===== config.mk =====
export PLATFORM = sky130hd
export DESIGN_NAME = cpu_ctrl_fsm_v2
export DESIGN_NICKNAME = d
export VERILOG_FILES = /design/src/rtl/cpu_ctrl_fsm_v2.sv
export SDC_FILE = /design/constraint.sdc
export NUM_CORES = 1
export LEC_CHECK = 0
export CORE_ASPECT_RATIO = 0.75
export CORE_MARGIN = 4
export CORE_UTILIZATION = 54
export CTS_BUF_LIST = sky130_fd_sc_hd__clkbuf_4
export DETAILED_ROUTE_END_ITERATION = 8
export GPL_TIMING_DRIVEN = 0
export PLACE_DENSITY = 0.79
export SKIP_CTS_REPAIR_TIMING = 1
export SLEW_MARGIN = 20
export SYNTH_ARGS = -nofsm -noshare
export SYNTH_HDL_FRONTEND = slang
export SYNTH_SLANG_ARGS = --single-unit

===== constraint.sdc =====
create_clock -name clk -period 3.1 [get_ports clk]
set_input_delay 0.62 -clock clk [delete_from_list [all_inputs] [get_ports clk]]
set_output_delay 0.62 -clock clk [all_outputs]
set_load 0.01 [all_outputs]

===== src/rtl/cpu_ctrl_fsm_v2.sv =====
`default_nettype none
// +--------------------------------------------------------------------+
// | cpu_ctrl_fsm_v2 : multicycle control FSM for the 16-bit CPU          |
// | Rev 1.0                                                            |
// +--------------------------------------------------------------------+
module cpu_ctrl_fsm_v2 #(
  parameter int NSEL_W   = 3,
  parameter int VSEL_W   = 4,
  parameter int WAIT_MAX = 15
) (
  input  logic              clk,
  input  logic              reset,
  input  logic [2:0]        opcode,
  input  logic [1:0]        op,
  input  logic [2:0]        cond,
  input  logic [2:0]        status,
  input  logic              mem_ready,
  output logic              loada,
  output logic              loadb,
  output logic              loadc,
  output logic              loads,
  output logic              asel,
  output logic              bsel,
  output logic              write,
  output logic [NSEL_W-1:0] nsel,
  output logic [VSEL_W-1:0] vsel,
  output logic              load_ir,
  output logic              load_pc,
  output logic              reset_pc,
  output logic [1:0]        pc_sel,
  output logic              addr_sel,
  output logic              load_addr,
  output logic [1:0]        mem_cmd,
  output logic              halted,
  output logic              mem_err
);

  localparam int                c_cnt_w     = $clog2(WAIT_MAX + 1);
  localparam logic [c_cnt_w-1:0] c_wait_last = c_cnt_w'(WAIT_MAX - 1);
  localparam logic [NSEL_W-1:0] c_nsel_rn   = NSEL_W'(3'b100);
  localparam logic [NSEL_W-1:0] c_nsel_rd   = NSEL_W'(3'b010);
  localparam logic [NSEL_W-1:0] c_nsel_rm   = NSEL_W'(3'b001);
  localparam logic [VSEL_W-1:0] c_vsel_c    = VSEL_W'(4'b0001);
  localparam logic [VSEL_W-1:0] c_vsel_pc   = VSEL_W'(4'b0010);
  localparam logic [VSEL_W-1:0] c_vsel_imm  = VSEL_W'(4'b0100);
  localparam logic [VSEL_W-1:0] c_vsel_mdat = VSEL_W'(4'b1000);
  localparam logic [1:0]        c_cmd_read  = 2'b01;
  localparam logic [1:0]        c_cmd_write = 2'b10;

  typedef enum logic [4:0] {
    S_RST, S_IF1, S_IF2, S_UPC, S_DEC,
    S_GETA, S_GETB, S_EXE, S_WREG,
    S_MOVI, S_MOV1, S_MOV2, S_MOV3,
    S_LA, S_LADD, S_LADR, S_LRD, S_LWB,
    S_SA, S_SADD, S_SADR, S_SC, S_SWR,
    S_BRT, S_BRN, S_BL, S_BXR, S_BXC, S_BXP, S_BLR,
    S_HALT, S_ERR
  } state_t;

  typedef struct packed {
    logic              loada;
    logic              loadb;
    logic              loadc;
    logic              loads;
    logic              asel;
    logic              bsel;
    logic              write;
    logic [NSEL_W-1:0] nsel;
    logic [VSEL_W-1:0] vsel;
    logic              load_pc;
    logic              reset_pc;
    logic [1:0]        pc_sel;
    logic              addr_sel;
    logic              load_addr;
    logic [1:0]        mem_cmd;
    logic              halted;
    logic              mem_err;
  } ctrl_t;

  state_t               state_q, state_d;
  ctrl_t                ctrl_q, ctrl_d;
  logic [c_cnt_w-1:0]   wait_q, wait_d;
  logic                 n_ne_v;
  logic                 taken;

  always_comb begin
    n_ne_v = status[2] ^ status[1];
    case (cond)
      3'b000:  taken = 1'b1;
      3'b001:  taken = status[0];
      3'b010:  taken = ~status[0];
      3'b011:  taken = n_ne_v;
      3'b100:  taken = n_ne_v | status[0];
      default: taken = 1'b0;
    endcase
  end

  always_comb begin
    state_d = state_q;
    wait_d  = '0;
    case (state_q)
      S_RST:  state_d = S_IF1;
      S_IF1:  state_d = S_IF2;
      // The wait count only survives while a memory state holds on mem_ready=0.
      S_IF2, S_LRD, S_SWR: begin
        if (mem_ready) begin
          case (state_q)
            S_IF2:   state_d = S_UPC;
            S_LRD:   state_d = S_LWB;
            default: state_d = S_IF1;
          endcase
        end else if (wait_q == c_wait_last) begin
          state_d = S_ERR;
        end else begin
          wait_d = wait_q + c_cnt_w'(1);
        end
      end
      S_UPC:  state_d = S_DEC;
      S_DEC: begin
        casez ({opcode, op})
          5'b11010: state_d = S_MOVI;
          5'b11000: state_d = S_MOV1;
          5'b101??: state_d = S_GETA;
          5'b01100: state_d = S_LA;
          5'b10000: state_d = S_SA;
          5'b001??: state_d = (cond > 3'b100) ? S_ERR : (taken ? S_BRT : S_BRN);
          5'b01011: state_d = S_BL;
          5'b01000: state_d = S_BXR;
          5'b01010: state_d = S_BLR;
          5'b111??: state_d = S_HALT;
          default:  state_d = S_ERR;
        endcase
      end
      S_GETA: state_d = S_GETB;
      S_GETB: state_d = S_EXE;
      S_EXE:  state_d = (op == 2'b01) ? S_IF1 : S_WREG;
      S_MOV1: state_d = S_MOV2;
      S_MOV2: state_d = S_MOV3;
      S_LA:   state_d = S_LADD;
      S_LADD: state_d = S_LADR;
      S_LADR: state_d = S_LRD;
      S_SA:   state_d = S_SADD;
      S_SADD: state_d = S_SADR;
      S_SADR: state_d = S_SC;
      S_SC:   state_d = S_SWR;
      S_BLR:  state_d = S_BXR;
      S_BXR:  state_d = S_BXC;
      S_BXC:  state_d = S_BXP;
      S_HALT: state_d = S_HALT;
      S_ERR:  state_d = S_ERR;
      default: state_d = S_IF1;
    endcase
  end

  // Outputs are decoded from the next state so the registered copy lines up with state_q.
  always_comb begin
    ctrl_d = '0;
    case (state_d)
      S_IF1, S_IF2: begin ctrl_d.addr_sel = 1'b1; ctrl_d.mem_cmd = c_cmd_read; end
      S_UPC:        ctrl_d.load_pc = 1'b1;
      S_GETA, S_LA, S_SA: begin ctrl_d.nsel = c_nsel_rn; ctrl_d.loada = 1'b1; end
      S_GETB, S_MOV1: begin ctrl_d.nsel = c_nsel_rm; ctrl_d.loadb = 1'b1; end
      S_EXE:        begin ctrl_d.loadc = 1'b1; ctrl_d.loads = 1'b1; end
      S_WREG, S_MOV3: begin ctrl_d.nsel = c_nsel_rd; ctrl_d.vsel = c_vsel_c; ctrl_d.write = 1'b1; end
      S_MOVI:       begin ctrl_d.nsel = c_nsel_rn; ctrl_d.vsel = c_vsel_imm; ctrl_d.write = 1'b1; end
      S_MOV2, S_SC, S_BXC: begin ctrl_d.asel = 1'b1; ctrl_d.loadc = 1'b1; end
      S_LADD, S_SADD: begin ctrl_d.bsel = 1'b1; ctrl_d.loadc = 1'b1; end
      S_LADR:       ctrl_d.load_addr = 1'b1;
      S_LRD:        ctrl_d.mem_cmd = c_cmd_read;
      S_LWB:        begin ctrl_d.nsel = c_nsel_rd; ctrl_d.vsel = c_vsel_mdat; ctrl_d.write = 1'b1; end
      S_SADR:       begin ctrl_d.load_addr = 1'b1; ctrl_d.nsel = c_nsel_rd; ctrl_d.loadb = 1'b1; end
      S_SWR:        ctrl_d.mem_cmd = c_cmd_write;
      S_BRT:        begin ctrl_d.load_pc = 1'b1; ctrl_d.pc_sel = 2'b01; end
      S_BL: begin
        ctrl_d.nsel    = c_nsel_rn;
        ctrl_d.vsel    = c_vsel_pc;
        ctrl_d.write   = 1'b1;
        ctrl_d.load_pc = 1'b1;
        ctrl_d.pc_sel  = 2'b01;
      end
      S_BXR:        begin ctrl_d.nsel = c_nsel_rd; ctrl_d.loadb = 1'b1; end
      S_BXP:        begin ctrl_d.load_pc = 1'b1; ctrl_d.pc_sel = 2'b10; end
      S_BLR:        begin ctrl_d.nsel = c_nsel_rn; ctrl_d.vsel = c_vsel_pc; ctrl_d.write = 1'b1; end
      S_HALT:       ctrl_d.halted = 1'b1;
      S_ERR:        ctrl_d.mem_err = 1'b1;
      default:      ;
    endcase
  end

  always_ff @(posedge clk or negedge reset) begin
    if (!reset) begin
      state_q         <= S_RST;
      wait_q          <= '0;
      ctrl_q          <= '0;
      ctrl_q.reset_pc <= 1'b1;
      ctrl_q.load_pc  <= 1'b1;
    end else begin
      state_q <= state_d;
      wait_q  <= wait_d;
      ctrl_q  <= ctrl_d;
    end
  end

  assign {loada, loadb, loadc, loads, asel, bsel, write, nsel, vsel,
          load_pc, reset_pc, pc_sel, addr_sel, load_addr, mem_cmd, halted, mem_err} = ctrl_q;

  // IR capture must coincide with the cycle memory actually returns the word.
  assign load_ir = (state_q == S_IF2) && mem_ready;

endmodule
`default_nettype wire

==> flow_metrics.py <==
metrics = {
    "synth": {
        "yosysSeqAreaShare_pct": 40.3,
        "yosysWarnings": 0,
        "avgSynthCellArea_sq_um": 8.72,
        "ys.flop_type": "dfrtp_1",
        "async_flop_share_pct": 100,
        "synth_edf_count": 0,
        "synth_nets": 252,
        "ys_ff_latch": 33,
        "netlist_area_sq_um": 2060,
        "ys_types": 62,
        "syn_inst": 236,
    },
    "floorplanning": {
        "fp.dieH_um": 61.5,
        "core_area_sq_um": 3660,
        "die_width_um": 79.3,
        "io_pins": 39,
        "dieArea_sq_um": 4870,
        "start_util_pct": 56.2,
        "num_rows": 19,
    },
    "setup_path": {
        "critPathArrivalTime_ns": 2.58,
        "cp-end-kind": "output pin",
        "cp-start-kind": "primary input",
        "crit_required_ns": 2.48,
        "critPathKind": "in -> out",
        "path_max_fanout": 10,
    },
    "min_path": {
        "hp-class": "in -> async",
    },
    "sta": {
        "slew_viol_final": 0,
        "period_needed_ns": 3.20,
        "max_freq_mhz": 313,
        "finalSetupViolCount": 1,
        "hold_violations": 0,
        "period_share_pct": 103,
        "maxSlewHeadroom_pct": 53.3,
        "skew_ns": 0.00901,
        "whs_ns": 0.310,
        "finalWorstSetupSlack_ns": -0.0998,
        "grt_setup_unrepaired": "yes",
        "worst_slew_pin_slew_ns": 0.700,
    },
    "placement": {
        "gp_congestion": 0.901,
        "port_buffers": 36,
        "dp_hpwl_um": 3670,
        "post-place-ws_ns": -1.13,
        "dp_cells": 324,
        "dpl_cell_area_sq_um": 2480,
    },
    "clocking": {
        "cts.path.max_buffers": 2,
        "cts_root_buf": "clkbuf_4",
        "path_clk_slew_ns": 0.10,
        "cts_tree": "done",
        "cts_buffers": 5,
        "cts.sinks": 33,
        "insertion_delay_ns": 0.34,
        "h-tree-depth": 2,
    },
    "power": {
        "p_leak_nw": 1.26,
        "irDropWorstVdd_mv": 0.923,
        "pwr_density_cell_nw_per_um2": 954,
        "power_mw": 2.64,
    },
    "run_status": {
        "status": "finished, violations left",
        "violations": "negative setup slack",
    },
    "drt": {
        "post_drt_wl_per_cell_um": 16.2,
        "drt_iter0_drc": 259,
        "antenna_left": 0,
        "drc_errors": 0,
        "drt-pass1-iter-count": 5,
        "via_count": 2058,
        "wl_um": 5500,
        "via_per_inst": 6.05,
    },
    "cells_and_area": {
        "fill_cells": 276,
        "n_antenna_cell": 0,
        "stdcell_area_sq_um": 2770,
        "finalNonFillerCells": 340,
        "area_growth_syn_to_layout_pct": 34.8,
        "drive_above_1_share_pct": 21.5,
        "nets": 303,
    },
    "grt": {
        "overflow": 0,
        "grt_start_max_net_pins": 34,
        "grt_pass1_wl_um": 8370,
        "track_usage_pct": 22.4,
        "grt_pass1_vias": 1801,
        "antenna_found_initial": 0,
    },
    "run": {
        "maxCapViolCount": 0,
    },
}
## layout by cell type, fill, tap and decap left out, types with 3 or more instances in the layout
cell type / n
nor2b_1: 4
xnor2_1: 3
a21oi_1: 13
buf_4: 11
o22ai_1: 4
a211oi_1: 3
nand4_1: 3
inv_1: 10
o21ai_0: 11
nor2_1: 23
dlymetal6s2s_1: 8
clkbuf_2: 4
clkbuf_4: 9
dfrtp_1: 31
nor3_1: 10
a211oi_2: 3
xor2_1: 5
buf_2: 7
clkdlybuf4s50_1: 24
nand2_1: 15
nand3_1: 8
nand2b_1: 7
nor4bb_4: 3
## sequential cells by signal, indices dropped and copies added, names as in the netlist, 2 cells and up
signal and count:
state_q 5, vsel 4, wait_q 4, nsel 3, mem_cmd 2, pc_sel 2
## cell usage after synthesis (all sizes together), types with 3 or more instances
library cell / count / share of area [%]
nand4: 3 / 0.91
clkbuf: 6 / 1.1
xor2: 5 / 2.1
xnor2: 4 / 1.7
a211oi: 6 / 2.2
nand3: 8 / 1.9
nand2: 16 / 2.9
nor2b: 4 / 1.2
inv: 12 / 2.2
nor2: 24 / 4.4
nor3: 11 / 2.7
o22ai: 4 / 1.2
o21ai: 11 / 2.7
nor4: 4 / 1.5
nor4bb: 4 / 1.9
or3: 3 / 1.2
dfrtp: 31 / 38
or3b: 3 / 1.4
a21oi: 13 / 3.2
nand2b: 8 / 2.8
buf: 12 / 2.9
## worst max-delay path, cell delays in order
cell	delay, ns
dlymetal6s2s_1	0.19
nor4b_2	0.31
a211oi_2	0.09
a211oi_2	0.26
nor2_1	0.08
a221o_1	0.31
clkbuf_4	0.19
buf_4	0.19
nor3_2	0.18
buf_2	0.15
## kinds of logic (layout without fill, tap and decap cells)
family                   after synthesis  after routing  synth area share (%)
AND/OR/NAND/NOR                      100            100                  27.4
AO/OA/AOI/OAI                         57             57                  18.9
flip-flops                            33             33                  40.3
buffers and inverters                 30             82                  6.14
XOR/XNOR                               9              9                  3.83
adder cells (fa/ha/maj)                3              3                  1.70
multiplexers                           3              3                  1.52
other                                  1              1                 0.182
## layer usage
layer / routed length, um / global-route usage (%)
met3: 450 / 5.41
met1: 2450 / 31.5
met2: 2500 / 34.7
met4: 108 / 7.35
met5: 0 / 0
## report_power, final
group | total, mW | switching, mW | leakage [nW] | internal [mW]
combinational | 1.84 | 1.05 | 0.792 | 0.791
sequential | 0.579 | 0.0425 | 0.441 | 0.536
clock | 0.227 | 0.145 | 0.0300 | 0.0819
total | 2.64 | 1.23 | 1.26 | 1.41
## path summary, 6_finish.rpt
check | slack [ns] | endpoint | depth (start not counted) | from
min reg2reg | 0.49 | wait_q[0]$_DFF_PN0_ | 1 | wait_q[0]$_DFF_PN0_
max | -0.1 | load_ir | 10 | status[0]
min | 0.31 | loadc$_DFF_PN0_ | 1 | reset
max in group asynchronous | 2.33 | loads$_DFF_PN0_ | 1 | reset
min in group clk | 0.49 | wait_q[0]$_DFF_PN0_ | 1 | wait_q[0]$_DFF_PN0_
max reg2reg | 0.51 | load_pc$_DFF_PN1_ | 9 | state_q[0]$_DFF_PN0_
## area by class of cell
type                            instances  area (sq um)  share of cell area (%)
Buffer                                 18           114                    4.11
Clock buffer                            5          37.5                    1.35
Clock inverter                          3          12.5                   0.451
Inverter                               12          47.5                    1.71
Multi-Input combinational cell        173          1240                    44.9
Sequential cell                        33           828                    29.9
Tap cell                               52          65.1                    2.35
Timing Repair Buffer                   44           424                    15.3
## through the flow
step	TNS, ns	utilization [%]
floorplan	0	-
global placement	-1.80	67.8
detailed placement	-2.12	67.7
CTS	-1.15	69.0
global route	-0.220	75.7
finish	-0.0998	75.7
Power figures use the tool's default switching activity.
